### src/rtl/concat_pkg.sv
// Shared frame geometry for the three-channel concatenator and its downstream packer.
// Frame lengths live here only so both sides stay in step.
package concat_pkg;
  localparam int LENGTH1     = 144;
  localparam int LENGTH2     = 12;
  localparam int LENGTH3     = 132;
  localparam int FRAME_BYTES = LENGTH1 + LENGTH2 + LENGTH3;

  typedef enum logic {ST_DATA = 1'b0, ST_TRAILER = 1'b1} state_e;

  // Trailer word: sequence number in the upper half, byte checksum in the lower half.
  localparam int TRL_W        = 32;
  localparam int TRL_FIELD_W  = 16;
  localparam int TRL_CSUM_LSB = 0;
  localparam int TRL_SEQ_LSB  = 16;

  function automatic logic [TRL_W-1:0] trailer_word(input logic [TRL_FIELD_W-1:0] seq,
                                                    input logic [TRL_FIELD_W-1:0] csum);
    logic [TRL_W-1:0] w;
    w = '0;
    w[TRL_SEQ_LSB  +: TRL_FIELD_W] = seq;
    w[TRL_CSUM_LSB +: TRL_FIELD_W] = csum;
    return w;
  endfunction
endpackage

### src/rtl/concat_out_reg.sv
// One-entry output register: a word plus first/last flags held until the consumer takes it.
module concat_out_reg #(
  parameter int W = 32
) (
  input  logic         i_clock,
  input  logic         i_reset,
  input  logic         load_i,
  input  logic [W-1:0] data_i,
  input  logic         first_i,
  input  logic         last_i,
  input  logic         ready_i,
  output logic         free_o,
  output logic         valid_o,
  output logic [W-1:0] data_o,
  output logic         first_o,
  output logic         last_o
);
  logic         valid_q;
  logic [W-1:0] data_q;
  logic         first_q, last_q;

  // Free when empty or when the current word leaves this cycle.
  assign free_o  = !valid_q || ready_i;
  assign valid_o = valid_q;
  assign data_o  = data_q;
  assign first_o = first_q;
  assign last_o  = last_q;

  always_ff @(posedge i_clock) begin
    if (i_reset) begin
      valid_q <= 1'b0;
      data_q  <= '0;
      first_q <= 1'b0;
      last_q  <= 1'b0;
    end else if (load_i) begin
      valid_q <= 1'b1;
      data_q  <= data_i;
      first_q <= first_i;
      last_q  <= last_i;
    end else if (ready_i) begin
      valid_q <= 1'b0;
    end
  end
endmodule

### src/rtl/concat_frame_packer.sv
// Packs the concatenator byte stream little-endian into wide words, flags frame
// boundaries and optionally appends a {seq, checksum} trailer word per frame.
module concat_frame_packer #(
  parameter int IN_WIDTH       = 8,
  parameter int OUT_WIDTH      = 32,
  parameter int FRAME_BYTES    = concat_pkg::FRAME_BYTES,
  parameter int APPEND_TRAILER = 1
) (
  input  logic                 i_clock,
  input  logic                 i_reset,
  input  logic [IN_WIDTH-1:0]  i_in_data,
  input  logic                 i_in_valid,
  output logic                 o_in_ready,
  output logic [OUT_WIDTH-1:0] o_out_data,
  output logic                 o_out_valid,
  output logic                 o_out_first,
  output logic                 o_out_last,
  input  logic                 i_out_ready,
  output logic [15:0]          o_frame_count
);
  import concat_pkg::*;

  localparam int LANES = OUT_WIDTH / IN_WIDTH;
  localparam int WORDS = FRAME_BYTES / LANES;
  localparam int LW    = (LANES > 1) ? $clog2(LANES) : 1;
  localparam int WW    = (WORDS > 1) ? $clog2(WORDS) : 1;
  localparam logic [LW-1:0] LANE_LAST = LW'(LANES - 1);
  localparam logic [WW-1:0] WORD_LAST = WW'(WORDS - 1);

  state_e               state_q;
  logic [LW-1:0]        lane_q;
  logic [WW-1:0]        word_idx_q;
  logic [15:0]          csum_q, csum_d;
  logic [15:0]          seq_q;
  logic [15:0]          frame_cnt_q;
  logic [OUT_WIDTH-1:0] asm_q, word_d;

  logic lane_last, word_last, out_free, in_ready, accept, word_load, trl_load;
  logic [OUT_WIDTH-1:0] load_data;

  assign lane_last = (lane_q == LANE_LAST);
  assign word_last = (word_idx_q == WORD_LAST);
  // Ready never looks at i_in_valid; the final lane waits for room in the output register.
  assign in_ready  = !i_reset && (state_q == ST_DATA) && (!lane_last || out_free);
  assign accept    = i_in_valid && in_ready;
  assign word_load = accept && lane_last;
  assign trl_load  = (APPEND_TRAILER != 0) && (state_q == ST_TRAILER) && out_free;

  always_comb begin
    word_d = asm_q;
    word_d[lane_q*IN_WIDTH +: IN_WIDTH] = i_in_data;
    csum_d = csum_q + 16'(i_in_data);
    load_data = trl_load ? OUT_WIDTH'(trailer_word(seq_q, csum_q)) : word_d;
  end

  always_ff @(posedge i_clock) begin
    if (i_reset) begin
      state_q     <= ST_DATA;
      lane_q      <= '0;
      word_idx_q  <= '0;
      csum_q      <= '0;
      seq_q       <= '0;
      frame_cnt_q <= '0;
      asm_q       <= '0;
    end else begin
      if (accept) begin
        asm_q  <= word_d;
        csum_q <= csum_d;
        lane_q <= lane_last ? '0 : lane_q + LW'(1);
        if (lane_last) begin
          word_idx_q <= word_last ? '0 : word_idx_q + WW'(1);
          if (word_last) begin
            if (APPEND_TRAILER != 0) begin
              state_q <= ST_TRAILER;
            end else begin
              csum_q      <= '0;
              seq_q       <= seq_q + 16'd1;
              frame_cnt_q <= frame_cnt_q + 16'd1;
            end
          end
        end
      end
      if (trl_load) begin
        csum_q      <= '0;
        seq_q       <= seq_q + 16'd1;
        frame_cnt_q <= frame_cnt_q + 16'd1;
        state_q     <= ST_DATA;
      end
    end
  end

  concat_out_reg #(.W(OUT_WIDTH)) u_out_reg (
    .i_clock (i_clock),
    .i_reset (i_reset),
    .load_i  (word_load || trl_load),
    .data_i  (load_data),
    .first_i (!trl_load && (word_idx_q == '0)),
    .last_i  (trl_load || (word_last && (APPEND_TRAILER == 0))),
    .ready_i (i_out_ready),
    .free_o  (out_free),
    .valid_o (o_out_valid),
    .data_o  (o_out_data),
    .first_o (o_out_first),
    .last_o  (o_out_last)
  );

  assign o_in_ready    = in_ready;
  assign o_frame_count = frame_cnt_q;
endmodule

### config.mk
export PLATFORM = sky130hd
export DESIGN_NAME = concat_frame_packer
export DESIGN_NICKNAME = d
export VERILOG_FILES = /design/src/rtl/concat_pkg.sv /design/src/rtl/concat_out_reg.sv /design/src/rtl/concat_frame_packer.sv
export SDC_FILE = /design/constraint.sdc
export NUM_CORES = 1
export LEC_CHECK = 0
export ABC_AREA = 0
export CELL_PAD_IN_SITES_DETAIL_PLACEMENT = 1
export CELL_PAD_IN_SITES_GLOBAL_PLACEMENT = 1
export CORE_MARGIN = 2
export CORE_UTILIZATION = 39
export DETAILED_ROUTE_END_ITERATION = 6
export PLACE_DENSITY_LB_ADDON = 0.2
export SKIP_LAST_GASP = 1
export SYNTH_ARGS = -nofsm -noshare
export SYNTH_HDL_FRONTEND = slang
export SYNTH_HIERARCHICAL = 1
export SYNTH_SLANG_ARGS = --single-unit
### constraint.sdc
create_clock -name i_clock -period 2.4 [get_ports i_clock]
set_clock_uncertainty 0.1 [all_clocks]
set_input_delay 0.48 -clock i_clock [delete_from_list [all_inputs] [get_ports i_clock]]
set_output_delay 0.48 -clock i_clock [all_outputs]
set_load 0.005 [all_outputs]
==> reports/qor.csv, run 1 <==
metric,value,unit
status,finished clean,
post-synthesis xor/xnor area fraction,5.05,%
register area,0.00250,mm^2
area of the multi-input gates,0.00313,mm^2
"commonest non-fill, non-tap cell in the layout",nor2_1,
Avg Vias per Cell,5.50,
final worst setup slack,0.115,ns
maximum root-to-sink buffer count,2,
Die Area,0.0161,mm^2
type of the worst setup path,input pin to flip-flop,
yosys warns,6,
Worst R2R Start,lane_q[1],
Place WS,-0.357,ns
routability congestion estimate,0.817,
fmax,438,MHz
DRC,0,
multiplexer area fraction after synthesis,5.77,%
Main synth FF type,dfxtp_1,
worst-skew pair later-pin latency,0.42,ns
Least-Margin Pin Slew,0.650,ns
worst vdd ir,0.558,mV
WP data required,2.59,ns
Vias,5441,
Worst EP arrival,2.48,ns
final hold slack,0.296,ns
hold crit path type,input pin to flip-flop,
DRT Pass-1 Iters,4,
GRT overflow,0,
TritonCTS Buffers,17,
Leak Pwr,0.00292,uW
initial antenna violation count,0,
Final nets,822,
Final Instance Area,0.00767,mm^2
"commonest non-fill, non-tap cells in the layout","nor2_1, dfxtp_1, buf_4",
WHS Path Cells,2,
# setup viols final,0,
area delta synth->final,29.9,%
Tcrit/Tclk final,95.2,%
ant diodes,0,
fill cell count,1711,
CTS tree,yes,
"EDFF count, synth",0,
critical path endpoint category,flip-flop,
worst r2r dst,u_out_reg/data_o[10],
IO buf count,63,
vias in the first global route,5836,
Synth Instances,684,
Mapped Nets,714,
Final Hold Viols,0,
1st-iter DRT viols,287,
layout cells sized above 1,14.9,%
Placement Cell Area,0.00706,mm^2
# IOs,64,
main combinational cell family by area after synthesis,simple AND/OR/NAND/NOR gates,
die width,127,um
Initial Utilization,40.3,%
Syn Area/Cell,8.63,um^2
"Slew Viols, Final",0,
Synth Area in Compound Gates,15.4,%
pwr/cell area,646,mW/mm^2
Cell variety after synth,53,
asr flop ratio synth,0,%
minimum clock period,2.28,ns
WL final,17.8,mm
"FF+latch count, synth",125,
CP max FO,7,
Post-Syn Area,0.00590,mm^2
Synth Area in Simple Gates,22.2,%
Antenna Nets Post-Route,0,
die height,127,um
RSZ-0062 raised after global routing,no,
first-pass GRT wire length,29.7,mm
Tot GR Track Use,23.0,%
"Seq/Total Area, Yosys",42.4,%
drt wl/cell,18.0,um
CTS Hold Buffers Added,0,
Setup crit end,csum_q[8],
Worst Setup SP,i_in_data[0],
crit start category,input pin,
Synth Area in Adders,3.94,%
clk root buf,clkbuf_16,
Core Box Area,0.0146,mm^2
CTS clock-pin slew for the worst setup and hold paths,0.06,ns
Clock Sinks,125,
max-cap violations,0,
post-DP HPWL,12.4,mm
Max-slew headroom,56.5,%
R2R cell count,8,
depth of the CTS H-tree,4,
flop2flop setup slack,0.21,ns
largest net degree at the start of global routing,48,
# rows,44,
## sequential cells by signal, summed over array words and instances (netlist names)
name               count
u_out_reg/last_o       1
u_out_reg/first_o      1
u_out_reg/data_o      32
word_idx_q             7
seq_q                 16
u_out_reg/valid_o      1
o_frame_count         16
lane_q                 2
state_q                1
csum_q                16
asm_q                 32
## final cells by class
cell class | instances | share of cell area (%)
repair buffers | 132 | 15.3
multi-input cells | 496 | 40.8
flip-flops and latches | 125 | 32.6
well taps | 184 | 3.00
clock buffers | 21 | 6.14
clock inverters | 11 | 1.21
inverters | 20 | 0.979
## worst max-delay path, cell delays in order
cell and delay [ns]:
clkdlybuf4s50_1 0.48, ha_1 0.17, inv_1 0.06, fa_1 0.39, nand2b_4 0.17, a21oi_2 0.15, a31oi_1 0.12, buf_4 0.18
o211ai_1 0.18, o31ai_1 0.11
## cells in the mapped netlist, types with 8 or more instances
cell type	number	share of area, %
clkbuf_1	27	1.7
xor2_1	17	2.5
a22oi_1	32	4.1
or3_1	9	0.95
a221oi_1	32	4.7
nand2_1	41	2.6
a21oi_1	27	2.3
nor2_1	164	10
nor3_1	12	1.0
xnor2_1	17	2.5
and3_1	10	1.1
ha_1	17	3.6
buf_2	8	0.68
o21ai_0	11	0.93
mux2i_1	34	5.8
dfxtp_1	125	42
inv_1	18	1.1
nand3_1	12	1.0
## cells by family (layout without fill, tap and decap cells)
logic type | after synthesis | after routing
DFF | 125 | 125
AOI/OAI and AO/OA | 127 | 127
adders and majority gates | 18 | 18
and+or+nand+nor | 283 | 283
xor gates and xnor gates | 34 | 34
muxes | 34 | 34
buffers and inverters | 63 | 184
## power breakdown
group / total [uW] / internal (uW) / switching, uW
combinational: 400 / 167 / 233
clock: 2430 / 1490 / 937
sequential: 2120 / 2100 / 23.5
## what timing repair did
item	in CTS	in global routing
setup endpoints to repair	1	4
gates resized for setup	5	4
pin swaps	0	1
buffers inserted	2	0
gates cloned	0	0
## worst min-delay path by stage
| stage | from | endpoint | slack [ns] |
|---|---|---|---|
| finish | i_reset | u_out_reg/data_o[7] | 0.30 |
| CTS | i_reset | u_out_reg/data_o[7] | 0.29 |
| floorplan | csum_q[14] | csum_q[14] | 0.34 |
| detailed placement | csum_q[14] | csum_q[14] | 0.36 |
| global placement | csum_q[14] | csum_q[14] | 0.36 |
| global route | i_reset | u_out_reg/data_o[5] | 0.30 |
## metrics by stage
| step | std cells | power (uW) | setup TNS (ns) | utilization, % |
|---|---|---|---|---|
| CTS | 989 | 4990 | 0 | 52.2 |
| finish | 989 | 4950 | 0 | 52.3 |
| floorplan | 684 | 2380 | 0 | - |
| global route | 989 | 5140 | 0 | 52.3 |
| detailed placement | 955 | 2560 | -11.10 | 48.2 |
| global placement | 955 | 2540 | -4.44 | 48.2 |
## routing by layer
metal | track usage [%] | wire length [um] | vias to the layer above
met5 | 0 | 0 | -
met4 | 7.05 | 227 | 0
met3 | 5.15 | 790 | 15
met2 | 39.2 | 8970 | 104
met1 | 29.3 | 7810 | 2697
li1 | - | - | 2625
(Power assumes the default switching activity.)
==> run 2, diff against run 1 <==
CTS_BUF_LIST = sky130_fd_sc_hd__clkbuf_4 sky130_fd_sc_hd__clkbuf_8 sky130_fd_sc_hd__clkbuf_16   (was not set)
==> reports/qor.csv, run 2 (synthesized netlist as in run 1, its figures left out) <==
metric,value,unit
worst-skew pair later-pin latency,0.42,ns
crit start category,input pin,
TritonCTS Buffers,17,
Vias,5432,
Final Hold Viols,0,
worst vdd ir,0.557,mV
minimum clock period,2.29,ns
RSZ-0062 raised after global routing,no,
Worst R2R Start,lane_q[1],
"commonest non-fill, non-tap cell in the layout",nor2_1,
GRT overflow,0,
IO buf count,63,
WL final,17.8,mm
Avg Vias per Cell,5.49,
drt wl/cell,18.0,um
Place WS,-0.357,ns
post-DP HPWL,12.4,mm
Clock Sinks,125,
# rows,44,
die height,127,um
maximum root-to-sink buffer count,2,
crit path cell chain,"clkdlybuf4s50_1, ha_1, inv_1, fa_1, nand2b_4, a21oi_2, a31oi_1, buf_4, o211ai_1, o31ai_1",
DRC,0,
area delta synth->final,30.0,%
Util after Layout,52.4,%
Antenna Nets Post-Route,0,
1st-iter DRT viols,292,
WHS Path Cells,2,
slowest CP cell,clkdlybuf4s50_1,
first-pass GRT wire length,29.8,mm
"Power, Total",4970,uW
clk root buf,clkbuf_16,
Worst path max stage delay,0.48,ns
CTS clock-pin slew for the worst setup and hold paths,0.06,ns
initial antenna violation count,0,
Core Box Area,0.0146,mm^2
vias in the first global route,5864,
final worst setup slack,0.115,ns
ant diodes,0,
status,finished clean,
Leak Pwr,0.00292,uW
Final nets,822,
hold_sp,i_reset,
Hold Path Sink,u_out_reg/data_o[7],
pwr/cell area,648,mW/mm^2
Placement Cell Area,0.00706,mm^2
R2R cell count,8,
hold crit path type,input pin to flip-flop,
Tot GR Track Use,23.1,%
depth of the CTS H-tree,4,
"commonest non-fill, non-tap cells in the layout","nor2_1, dfxtp_1, buf_4",
Worst EP arrival,2.48,ns
CTS tree,yes,
flop2flop setup slack,0.19,ns
CP max FO,7,
# IOs,64,
worst r2r dst,u_out_reg/data_o[10],
fmax,438,MHz
Final Instance Area,0.00767,mm^2
critical path endpoint category,flip-flop,
largest net degree at the start of global routing,48,
Tcrit/Tclk final,95.2,%
Setup TNS,0,ns
Die Area,0.0161,mm^2
Least-Margin Pin Slew,0.662,ns
max-cap violations,0,
DRT Pass-1 Iters,4,
"Slew Viols, Final",0,
type of the worst setup path,input pin to flip-flop,
Max-slew headroom,55.7,%
routability congestion estimate,0.817,
# setup viols final,0,
WP data required,2.59,ns
Initial Utilization,40.3,%
layout cells sized above 1,15.0,%
die width,127,um
## run 2: cell counts in the layout (fill, tap and decap cells not counted)
No cell type changed its count.
## run 2: cell type report
cell class	instances	area, um^2
multi-input cells	496	3130
inverters	20	75.1
flip-flops and latches	125	2500
clock inverters	11	92.6
clock buffers	21	474
fillers	1705	6970
repair buffers	132	1170
well taps	184	230
## run 2: worst max path at each step
stage / end / depth (start not counted) / startpoint
after global placement: csum_q[10] / 9 / i_in_data[0]
after CTS: csum_q[10] / 9 / i_in_data[0]
after detailed placement: csum_q[10] / 9 / i_in_data[0]
after global routing: u_out_reg/data_o[10] / 8 / lane_q[1]
after floorplan: csum_q[10] / 8 / i_in_data[1]
final: csum_q[8] / 10 / i_in_data[0]
## run 2: timing repair
item                       CTS  global route
buffers inserted             2             0
setup endpoints to repair    1             4
resized for setup            5             4
pin swaps                    0             1
hold buffers                 0             0
## run 2: metal layers
layer,global-route usage [%],share of wire [%],up-vias
li1,-,-,2625
met2,39.3,50,99
met1,29.2,44,2696
met4,7.37,1.0,0
met3,5.19,4.4,12
met5,0,0,-
## run 2: power breakdown
part | internal, uW | switching, uW | total (uW)
registers | 2100 | 23.6 | 2120
clock network | 1500 | 941 | 2450
logic | 167 | 233 | 400
total | 3770 | 1200 | 4970
## run 2: stage by stage
stage,hold slack [ns],instances
after floorplan,0.341,684
after global placement,0.358,955
after detailed placement,0.365,955
after CTS,0.290,989
after global routing,0.299,989
final,0.297,989
## run 2: worst max-delay path: cells and delay by family
family	cells	cell delay [ns]
AOI/OAI and AO/OA	4	0.55
and+or+nand+nor	1	0.17
adders and majority gates	2	0.56
buffers and inverters	3	0.72
==> RTL edit: new RTL, flow settings as in run 1 <==
The parameter `APPEND_TRAILER` goes from 1 to 0.
--- a/src/rtl/concat_frame_packer.sv
+++ b/src/rtl/concat_frame_packer.sv
@@ -4,7 +4,7 @@
   parameter int IN_WIDTH       = 8,
   parameter int OUT_WIDTH      = 32,
   parameter int FRAME_BYTES    = concat_pkg::FRAME_BYTES,
-  parameter int APPEND_TRAILER = 1
+  parameter int APPEND_TRAILER = 0
 ) (
   input  logic                 i_clock,
   input  logic                 i_reset,
Check against the original RTL: no difference found for any inputs over 4 cycles, from zero or initial values and one cycle with i_reset high; that may be too few to reach the edited logic, so the function may still have changed.
==> RTL edit against run 1 <==
- via count down 36%
- power is 38% lower
- register-to-register slack is essentially flat
- sequential share of layout area grew 2.3 points
- area after synthesis down 29%
- count of clock-buffer cells in the layout decreased by 12
- cell area is 31% lower
- fmax down 2.8%
- sequential cell count decreased by 33
- routed wire length down 41%
- worst setup slack worse by 0.067 ns
- critical endpoint is now o_frame_count[14]$_SDFFE_PP0P_
- largest cell class unchanged
==> RTL edit: results (changes against run 1) <==
[worst_setup_path]
rr_startpoint=word_idx_q[3]$_SDFFE_PP0P_
cp_max_fo=4  ; -3
cp-startpoint=i_out_ready
worstPathArrival_ns=2.53  ; +0.05 ns

[pwr]
peakVddDrop_mv=0.422  ; -24%
p_leak_uw=0.00196  ; -33%

[sta]
max-slew-margin-rel_pct=46.2  ; -10 points

[placement]
port_buffers=63  ; unchanged
place_area_um2=5000  ; -29%
place_inst=670  ; -30%
gp_congestion=0.772  ; -5.5%
place_ws_ns=-0.362  ; -0.00502 ns
hpwl_mm=7.42  ; -40%

[min_path]
holdCritStartpoint=asm_q[1]$_SDFFE_PP0P_
hp-class=flip-flop to flip-flop

[layout]
num_antenna_cells=0  ; unchanged
final_cells=686  ; -31%
fill_cells=1239  ; -28%
nNetsFinal=565  ; -31%
drive_gt1_share_pct=11.8  ; -3.1 points
design_area_um2=5280  ; -31%

[detailed_routing]
wl_met2_mm=5.39  ; -40%
met1_length_mm=4.78  ; -39%
drtIter0Drc=80  ; -72%
dr_total_vias=3502  ; -36%
drt_wl_total_mm=10.5  ; -41%
wl_met3_um=262  ; -67%
drt_pass1_iterations=4  ; unchanged
top_layer_used=met4

[yosys]
synth_fa_ha_area_share_pct=2.40  ; -1.5 points
ys_seq_area_share_pct=44.2  ; +1.8 points
ys_types=40  ; -25%
synth.area.mux_share_pct=12.0  ; +6.2 points
synth-xor-area-share_pct=2.10  ; -2.9 points
syn_avg_cell_area_um2=8.73  ; +1.2%
ys.flop_type=dfxtp_1
synth.top_cells.by_count=dfxtp_1, nor2_1, inv_1, o21ai_0, mux2i_1
synthArstFlopShare_pct=0  ; unchanged
synth_warnings=6  ; unchanged
synth_compound_area_share_pct=12.0  ; -3.4 points
syn_nets=497  ; -30%
synth_area_leaders=dfxtp_1, mux2i_1, nor2_1

[global_route]
grt_max_degree=77  ; +60%
grt_usage_pct=19.2  ; -3.8 points
grt_pass1_wl_mm=17.7  ; -40%
grt_pass1_vias=3686  ; -37%

[outcome]
status=finished, final reports clean

[clocking]
cts-buffers-inserted=9  ; -8
clk-insertion-delay-late_ns=0.36  ; -0.06 ns
cts.clk_slew.worst_paths_ns=0.09  ; +0.03 ns
cts_max_level=3  ; -1
post_cts_buffers=0  ; -2
root_buffer=clkbuf_8

==> RTL edit: final cells by class <==
type | instances | area share, %
Tap cell | 136 | 3.23
Clock buffer | 9 | 2.35
Multi-Input combinational cell | 298 | 36.8
Sequential cell | 92 | 34.9
Timing Repair Buffer | 86 | 16.2
Clock inverter | 7 | 2.35
Inverter | 58 | 4.13
==> RTL edit: cell families (layout without fill, tap and decap cells) <==
logic type | Yosys count | after routing
xor+xnor | 10 | 10
fa+ha+maj | 8 | 8
buf+inv | 87 | 160
compound gates | 80 | 80
mux | 48 | 48
simple gates | 152 | 152
flops | 92 | 92
==> RTL edit: layer usage <==
layer	global-route usage (%)	vias to the layer above
met3	2.42	11
met4	5.22	0
met1	24.4	1707
met5	0	-
met2	34.4	49
li1	-	1735
==> RTL edit: repair_timing <==
item	4_1_cts	5_1_grt
endpoints found under the setup margin	1	19
gates cloned	0	0
resized for setup	3	5
hold endpoints to repair	0	0
==> RTL edit: critical path, cell delays in order <==
cell	delay, ns
clkdlybuf4s50_1	0.45
nand2b_1	0.16
nand4b_4	0.15
buf_4	0.16
or3_1	0.42
or4_1	0.55
a21oi_2	0.16
==> RTL edit: worst paths after layout <==
check                              endpoint  slack, ns  cells past startpoint
max          o_frame_count[14]$_SDFFE_PP0P_       0.05                      7
min                   asm_q[1]$_SDFFE_PP0P_       0.38                      2
max reg2reg  o_frame_count[11]$_SDFFE_PP0P_       0.21                      4
min reg2reg           asm_q[1]$_SDFFE_PP0P_       0.38                      2
==> RTL edit: report_power, final <==
part | internal (uW) | switching [uW] | leakage [uW]
combinational | 100 | 146 | 0.00110
clock | 699 | 576 | 0.000120
sequential | 1540 | 9.18 | 0.000742
